File: config.mk
export PLATFORM = sky130hd
export DESIGN_NAME = reset_sequencer
export DESIGN_NICKNAME = d
export VERILOG_FILES = /design/src/rtl/reset_sequencer.sv
export SDC_FILE = /design/constraint.sdc
export NUM_CORES = 1
export LEC_CHECK = 0
export CAP_MARGIN = 0
export CORE_MARGIN = 3
export CORE_UTILIZATION = 50
export CTS_BUF_LIST = sky130_fd_sc_hd__clkbuf_16
export DETAILED_ROUTE_END_ITERATION = 6
export GPL_ROUTABILITY_DRIVEN = 0
export GPL_TIMING_DRIVEN = 0
export PLACE_DENSITY_LB_ADDON = 0.12
export SYNTH_ARGS = -nofsm -noshare
export SYNTH_HDL_FRONTEND = slang
export SYNTH_SLANG_ARGS = --single-unit
export TNS_END_PERCENT = 30
File: constraint.sdc
create_clock -name i_clock -period 4.15 [get_ports i_clock]
set_input_delay 0.6225 -clock i_clock [delete_from_list [all_inputs] [get_ports i_clock]]
set_output_delay 0.6225 -clock i_clock [all_outputs]
set_load 0.1 [all_outputs]
File: src/rtl/reset_sequencer.sv
// reset_sequencer: holds the PLL in reset, waits for stable lock, then releases domain resets in order.
//   i_clock, i_reset        : clock and synchronous active-high reset
//   i_pll_locked            : asynchronous PLL lock, double-flop synchronised here
//   i_soft_reset_req        : single-cycle restart request
//   o_pll_reset             : PLL reset, active high
//   o_domain_reset_n        : per-domain resets, active low, released from bit 0 upward
//   o_all_released, o_fault : high in RUN / FAULT only
//   o_retry_count, o_state  : failed lock attempts and current state
module reset_sequencer #(
    parameter int NUM_DOMAINS        = 3,
    parameter int PLL_RESET_CYCLES   = 16,
    parameter int LOCK_STABLE_CYCLES = 64,
    parameter int LOCK_TIMEOUT       = 4096,
    parameter int STAGE_DELAY        = 8,
    parameter int MAX_RETRIES        = 3
) (
    input  logic                           i_clock,
    input  logic                           i_reset,
    input  logic                           i_pll_locked,
    input  logic                           i_soft_reset_req,
    output logic                           o_pll_reset,
    output logic [NUM_DOMAINS-1:0]         o_domain_reset_n,
    output logic                           o_all_released,
    output logic                           o_fault,
    output logic [$clog2(MAX_RETRIES+1)-1:0] o_retry_count,
    output logic [2:0]                     o_state
);
    localparam int MAXA = LOCK_TIMEOUT > PLL_RESET_CYCLES ? LOCK_TIMEOUT : PLL_RESET_CYCLES;
    localparam int MAXC = MAXA > STAGE_DELAY ? MAXA : STAGE_DELAY;
    localparam int CW = $clog2(MAXC + 1);
    localparam int KW = $clog2(NUM_DOMAINS + 1);
    localparam int RW = $clog2(MAX_RETRIES + 1);
    localparam logic [CW-1:0] PLL_LAST   = CW'(PLL_RESET_CYCLES - 1);
    localparam logic [CW-1:0] STABLE_N   = CW'(LOCK_STABLE_CYCLES);
    localparam logic [CW-1:0] TIMEOUT_N  = CW'(LOCK_TIMEOUT);
    localparam logic [CW-1:0] STAGE_LAST = CW'(STAGE_DELAY - 1);
    localparam logic [KW-1:0] K_LAST     = KW'(NUM_DOMAINS - 1);
    localparam logic [RW-1:0] R_MAX      = RW'(MAX_RETRIES);

    typedef enum logic [2:0] {
        PLL_RST   = 3'd0,
        WAIT_LOCK = 3'd1,
        RELEASE   = 3'd2,
        RUN       = 3'd3,
        FAULT     = 3'd4
    } state_e;

    state_e                 state_q, state_d;
    logic [CW-1:0]          cnt_q, cnt_d, stable_q, stable_d;
    logic [KW-1:0]          k_q, k_d;
    logic [RW-1:0]          retry_q, retry_d;
    logic [1:0]             sync_q;
    logic                   pll_q, pll_d, all_q, all_d, fault_q, fault_d;
    logic [NUM_DOMAINS-1:0] dom_q, dom_d;
    logic                   lock_s, hold;

    assign lock_s = sync_q[1];
    // Lock seen while the PLL is held in reset is stale, so the synchroniser is kept clear then.
    assign hold = (state_q == PLL_RST) || (state_q == FAULT);

    always_comb begin
        state_d  = state_q;
        cnt_d    = cnt_q;
        stable_d = stable_q;
        k_d      = k_q;
        retry_d  = retry_q;
        if (i_soft_reset_req) begin
            state_d  = PLL_RST;
            cnt_d    = '0;
            stable_d = '0;
            k_d      = '0;
            retry_d  = '0;
        end else begin
            case (state_q)
                PLL_RST: begin
                    cnt_d   = cnt_q == PLL_LAST ? '0 : cnt_q + 1'b1;
                    state_d = cnt_q == PLL_LAST ? WAIT_LOCK : PLL_RST;
                end
                WAIT_LOCK: begin
                    stable_d = lock_s ? stable_q + 1'b1 : '0;
                    cnt_d    = cnt_q + 1'b1;
                    // Success is tested first so it wins a tie with the timeout.
                    if (stable_d == STABLE_N) begin
                        state_d  = RELEASE;
                        cnt_d    = '0;
                        stable_d = '0;
                    end else if (cnt_d == TIMEOUT_N) begin
                        retry_d  = retry_q == R_MAX ? retry_q : retry_q + 1'b1;
                        state_d  = retry_d == R_MAX ? FAULT : PLL_RST;
                        cnt_d    = '0;
                        stable_d = '0;
                    end
                end
                RELEASE: begin
                    if (!lock_s) begin
                        state_d = PLL_RST;
                        cnt_d   = '0;
                        k_d     = '0;
                    end else if (cnt_q == STAGE_LAST) begin
                        cnt_d   = '0;
                        k_d     = k_q + 1'b1;
                        state_d = k_q == K_LAST ? RUN : RELEASE;
                    end else begin
                        cnt_d = cnt_q + 1'b1;
                    end
                end
                RUN: begin
                    state_d = lock_s ? RUN : PLL_RST;
                    k_d     = lock_s ? k_q : '0;
                end
                FAULT: ;
                default: begin
                    state_d = PLL_RST;
                    cnt_d   = '0;
                    k_d     = '0;
                end
            endcase
        end
        pll_d   = (state_d == PLL_RST) || (state_d == FAULT);
        all_d   = state_d == RUN;
        fault_d = state_d == FAULT;
        // k_d counts released domains, so the enable mask is a thermometer of k_d.
        for (int j = 0; j < NUM_DOMAINS; j++) begin
            dom_d[j] = (state_d == RUN) || ((state_d == RELEASE) && (k_d > KW'(j)));
        end
    end

    always_ff @(posedge i_clock) begin
        if (i_reset) begin
            state_q  <= PLL_RST;
            cnt_q    <= '0;
            stable_q <= '0;
            k_q      <= '0;
            retry_q  <= '0;
            sync_q   <= '0;
            pll_q    <= 1'b1;
            dom_q    <= '0;
            all_q    <= 1'b0;
            fault_q  <= 1'b0;
        end else begin
            state_q  <= state_d;
            cnt_q    <= cnt_d;
            stable_q <= stable_d;
            k_q      <= k_d;
            retry_q  <= retry_d;
            sync_q   <= hold ? 2'b00 : {sync_q[0], i_pll_locked};
            pll_q    <= pll_d;
            dom_q    <= dom_d;
            all_q    <= all_d;
            fault_q  <= fault_d;
        end
    end

    assign o_pll_reset      = pll_q;
    assign o_domain_reset_n = dom_q;
    assign o_all_released   = all_q;
    assign o_fault          = fault_q;
    assign o_retry_count    = retry_q;
    assign o_state          = state_q;
endmodule
# After elaboration in Yosys (flattened, before gate mapping)
# Cells that the tools add are included.
[word_totals]
reg_bits = 41
in_bits = 4
output_inout_bits = 11
wordCells = 72
[classes]
n_addsub = 4
magnitude_cmp = 3
n_eq_ne = 14
mux = 25
bitwise = 1
n_reduce_logical = 15
[ops]
columns = ["op", "n"]
rows = [
  ["$mux 13", 8],
  ["$pmux 13 s4", 1],
  ["$add 13x1->13 const B", 2],
  ["$mux 3", 6],
  ["$pmux 3 s5", 1],
  ["$eq 13x13->1 const B", 1],
  ["$eq 13x3->1 const B", 1],
  ["$eq 13x4->1 const B", 1],
  ["$eq 13x7->1 const B", 1],
  ["$eq 3x2->1 const B", 4],
  ["$mux 2", 6],
  ["$eq 2x2->1 const B", 3],
  ["$eq 3x3->1 const B", 2],
  ["$logic_not 3->1", 2],
  ["$pmux 2 s3", 1],
  ["$reduce_or 2->1", 3],
  ["$logic_or 1x1->1", 5],
  ["$add 2x1->2 const B", 2],
  ["$gt 2x1->1 const B", 2],
  ["$eq 3x1->1 const B", 1],
  ["$logic_and 1x1->1", 3],
  ["$reduce_and 3->1", 1],
  ["$reduce_or 3->1", 1],
  ["$gt 2x2->1 const B", 1],
  ["2 further kinds", 3],
]

# Depth between registers and ports, before layout
[depth]
ltp_word = 11
depth_mapped = 11
ltp_nobuf = 8

# Least setup slack after synthesis
# OpenSTA, ideal clock, no wires.
[synth_path]
kind = "flip-flop to flip-flop"
start = "register state_q[1] (netlist: o_state[1])"
end = "register cnt_q[1]"
setup_ps = 70
t_arrival_ps = 2657
required_ps = 4080
path_slack_ps = 1423
path_stages_with_launch = 8
path_buffers = 2
period_less_slack_ps = 2727
cell_sequence = "dfxtp_1 > clkbuf_1 > xnor2_1 > nor2_1 > a2111oi_0 > clkbuf_1 > o21ai_0 > a21oi_1"
[synth_via]
elab_chain_len = 3
elab_cells_between_ends = 7
classes_between = "eq/ne: 4; mux: 1; reduce/logical: 2"
[synth_rtl]
columns = ["item", "line", "source"]
rows = [
  ["start: declaration", "48", "state_e state_q, state_d;"],
  ["start signal: assignment", "141", "state_q <= state_d;"],
  ["$eq 3x3->1 / $eq 3x2->1 (equally long branches)", "74", "case (state_q)"],
  ["$reduce_or 2->1 (no source line)", "--", ""],
  ["$pmux 13 s4", "74", ""],
  ["end signal: assignment", "142", "cnt_q <= cnt_d;"],
  ["end: declaration", "49", "logic [CW-1:0] cnt_q, cnt_d, stable_q, stable_d;"],
]
# Parallel ways exist; a longest one is shown, timed or not.
# A chain may end at the register's enable or synchronous reset.

# Worst setup path after layout
[layout_path]
start = "register cnt_q[0]"
end = "register cnt_q[7]"
[layout_via]
elab_chain_len = 5
elab_cells_between_ends = 10
classes_between = "add/sub: 1; eq/ne: 3; mux: 6"
[layout_rtl]
columns = ["item", "line", "source"]
rows = [
  ["$add 13x1->13", "76, 81, 104", ""],
  ["$eq 13x13->1", "87", "end else if (cnt_d == TIMEOUT_N) begin"],
  ["$mux 13", "87", ""],
  ["$mux 13", "83", "if (stable_d == STABLE_N) begin"],
  ["$pmux 13 s4 *", "74", ""],
]
# Mark *: on every way between the ends. The rest lies on a longest branch, timed or not.

==> flow_summary.ini <==
[global_routing]
grt_max_degree = 14
grt_use_total = 0.222
grt_antenna_before_repair = 0
global_route_wire_length_before_repair_um = 9810
grt_overflow = 0
grt_pass1_vias = 2071

[clock_network]
clock_tree_from_tritoncts = built
cts.repair_timing.setup_buffer_count = 0
clock_sinks = 41
clkSlewWorstSetupHoldPaths_ps = 60
tritoncts.num_buffers = 5
total_number_of_h_tree_levels = 2
cts_resized = 0
root_buffer = sky130_fd_sc_hd__clkbuf_16
post_cts_hold_buffer_count = 0
clk-insertion-delay-late_ps = 280
clock_path_buffers = 2

[synth]
ys_seq_area_frac = 0.338
synth_cells = 318
synthFlopType = sky130_fd_sc_hd__dfxtp_1
synth_enable_flop_cells = 0
synth_nets = 325
flops_latches_synth = 41
synth_warnings = 0
ys_types = 56
ys_async_sr_fraction = 0
post_syn_area_per_cell_sq_um = 7.63
mappedNetlistArea_sq_um = 2420

[floorplanning]
initial_utilization = 0.538
die_area_sq_um = 5720
io-pin-count = 15
placeableCoreArea_sq_um = 4500
die_h_um = 75.6
die_w_um = 75.6
row_count = 24

[pwr]
cellInternalPower_uw = 743
clock_power_share = 0.547
ir_worst_vdd_mv = 0.262
power.switching_uw = 165
sequential_cell_fraction_of_total_power = 0.436
p_total_uw = 908
power.density_cell_area_nw_per_um2 = 322
power.share.combinational = 0.017
static-leakage-power_uw = 0.000894
netSwitchingFraction = 0.182

[setup_path]
critical_path_cell_count = 10
setup.worst_path.class = flop to flop
crit_slowest_cell = sky130_fd_sc_hd__a2111o_1
worst_setup_path_startpoint = cnt_q[0]
critPathArrivalTime_ps = 3350
reg2reg_from = cnt_q[0]
timing.reg2reg.worst_path_depth = 10
ff2ff_setup_slack_ps = 940
critical_path.startpoint_type = flop
worst-endpoint-required_ps = 4290
cp-end-kind = flop
highest_fanout_seen_on_the_critical_path = 10
crit_path_cell_trace = ha_1 -> and2_1 -> clkbuf_1 -> xor2_1 -> or3b_1 -> a2111o_1 -> o211a_2 -> clkbuf_1 -> o22ai_1 -> a21oi_1
critical_path_buf_inv_count = 2
cell_class_contributing_the_biggest_share_of_worst_path_delay = compound AO/OA/AOI/OAI gates
max_stage_delay_ps = 530
path_common_cell = sky130_fd_sc_hd__clkbuf_1
endpoint = cnt_q[7]
timing.rr.end = cnt_q[7]

[drt]
detail_route.first_pass.iterations = 7
routedWlPerCell_um = 15.2
detailedRoute.firstIterationViolations = 207
route.final.wire_length_um = 5970
drt-vias-per-instance = 6.22
drt.antenna.violating_nets = 0
num_vias = 2439
route.detailed.drc = 0

[timing]
worst-slew-pin-transition_ps = 1100
maxClockFrequency_ghz = 0.311
fin_crit_ps = 3210
rsz0062_at_grt = false
clock_skew_ps = 3.75
max-slew-margin-rel = 0.246
setup_tns_ps = 0
setup_viol = 0
min_period_over_period = 0.774
hold_viol_final = 0
hold-worst-slack_ps = 459
slew_viol_final = 0
layout_setup_ws_ps = 939

[hold_path]
hold_path.class = flop to flop

[finish]
post-route-util = 0.626
final_net_count = 346
post_route_cells_drive_above_1_share = 0.0618
antenna_cells_inserted = 0
area_growth_pct = 16.3

[placement]
dpl_worst_slack_ps = 962
port_buf_inserts = 14
dp_hpwl_um = 4270

[outcome]
status = completed

[job]
max_cap_violations = 0
-- worst min-delay path by stage --
stage / slack, ps / endpoint / start / cells past startpoint
floorplan: 440 / sync_q[1] / sync_q[0] / 1
global placement: 450 / sync_q[1] / sync_q[0] / 1
detailed placement: 450 / sync_q[1] / sync_q[0] / 1
CTS: 460 / sync_q[1] / sync_q[0] / 1
global route: 480 / sync_q[1] / sync_q[0] / 1
finish: 460 / sync_q[1] / sync_q[0] / 1
-- area by class of cell --
| cell class | instances | area, sq um |
|---|---|---|
| Inverter | 9 | 33.8 |
| Tap cell | 52 | 65.1 |
| Clock buffer | 5 | 125 |
| Fill cell | 437 | 1680 |
| Sequential cell | 41 | 821 |
| Timing Repair Buffer | 14 | 140 |
| Clock inverter | 3 | 65.1 |
| Multi-Input combinational cell | 248 | 1480 |
| Buffer | 20 | 90.1 |
-- kinds of logic after synthesis --
kind of cell / synth area share
buffers and inverters: 0.0511
multiplexers: 0.00877
flip-flops: 0.338
AND/OR/NAND/NOR: 0.334
AO/OA/AOI/OAI: 0.216
XOR/XNOR: 0.0361
adder cells (fa/ha/maj): 0.0155
-- metal layers --
layer / part of all wire / up-vias / track usage
li1: - / 1212 / -
met1: 0.49 / 1129 / 0.322
met5: 0 / - / 0
met4: 0.0094 / 0 / 0.0641
met2: 0.44 / 92 / 0.340
met3: 0.060 / 6 / 0.0356
-- synthesized netlist by cell type (all sizes together), types with 2 or more instances --
master	count	area, sq um
nand2	36	138
nand3b	4	30.0
and4	4	35.0
xor2	4	35.0
nor2b	3	26.3
o21ai	12	60.1
or4	4	33.8
dfxtp	41	821
inv	8	30.0
o22ai	13	81.3
a32o	2	20.0
ha	3	37.5
nor2	33	124
xnor2	6	52.6
o41ai	2	17.5
and2	8	50.1
buf	3	26.3
a31oi	12	75.1
o22a	2	17.5
nor4	3	18.8
nand4	9	56.3
nand4b	2	17.5
or2	5	31.3
and3	2	12.5
clkbuf	17	63.8
a32oi	2	17.5
nor3b	4	30.0
a211oi	4	30.0
o21a	2	15.0
nor3	10	50.1
a21oi	20	100
or3	6	37.5
nand3	14	75.1
-- stage by stage --
step	instances	cell area, sq um
floorplan	318	2420
global placement	384	2630
detailed placement	384	2630
CTS	392	2820
global route	392	2820
finish	392	2820
-- cell usage in the layout, fill, tap and decap left out, types with 5 or more instances in the layout --
master,instances
sky130_fd_sc_hd__a21oi_1,20
sky130_fd_sc_hd__nor3_1,10
sky130_fd_sc_hd__or2_2,5
sky130_fd_sc_hd__nand2_1,35
sky130_fd_sc_hd__or3_1,6
sky130_fd_sc_hd__nor2_1,33
sky130_fd_sc_hd__xnor2_1,6
sky130_fd_sc_hd__nand3_1,13
sky130_fd_sc_hd__nand4_1,9
sky130_fd_sc_hd__a31oi_1,12
sky130_fd_sc_hd__clkdlybuf4s50_1,14
sky130_fd_sc_hd__and2_1,8
sky130_fd_sc_hd__clkbuf_1,17
sky130_fd_sc_hd__inv_1,8
sky130_fd_sc_hd__dfxtp_1,41
sky130_fd_sc_hd__o22ai_1,13
sky130_fd_sc_hd__o21ai_0,12
sky130_fd_sc_hd__clkbuf_16,5
-- power by group through the flow --
stage / sequential [uW] / clock, uW / combinational [uW]
2_1_floorplan: 404 / 0 / 7.52
3_3_place_gp: 405 / 0 / 14.7
3_5_place_dp: 405 / 0 / 15.0
4_1_cts: 396 / 505 / 15.1
5_1_grt: 396 / 522 / 16.1
6_report: 396 / 497 / 15.1
-- sequential cells by signal, summed over array words and instances (netlist names), 2 cells and up --
name / count
o_domain_reset_n: 3
k_q: 2
o_retry_count: 2
o_state: 3
cnt_q: 13
sync_q: 2
stable_q: 13
No activity file was read; power rests on OpenSTA's default activity.
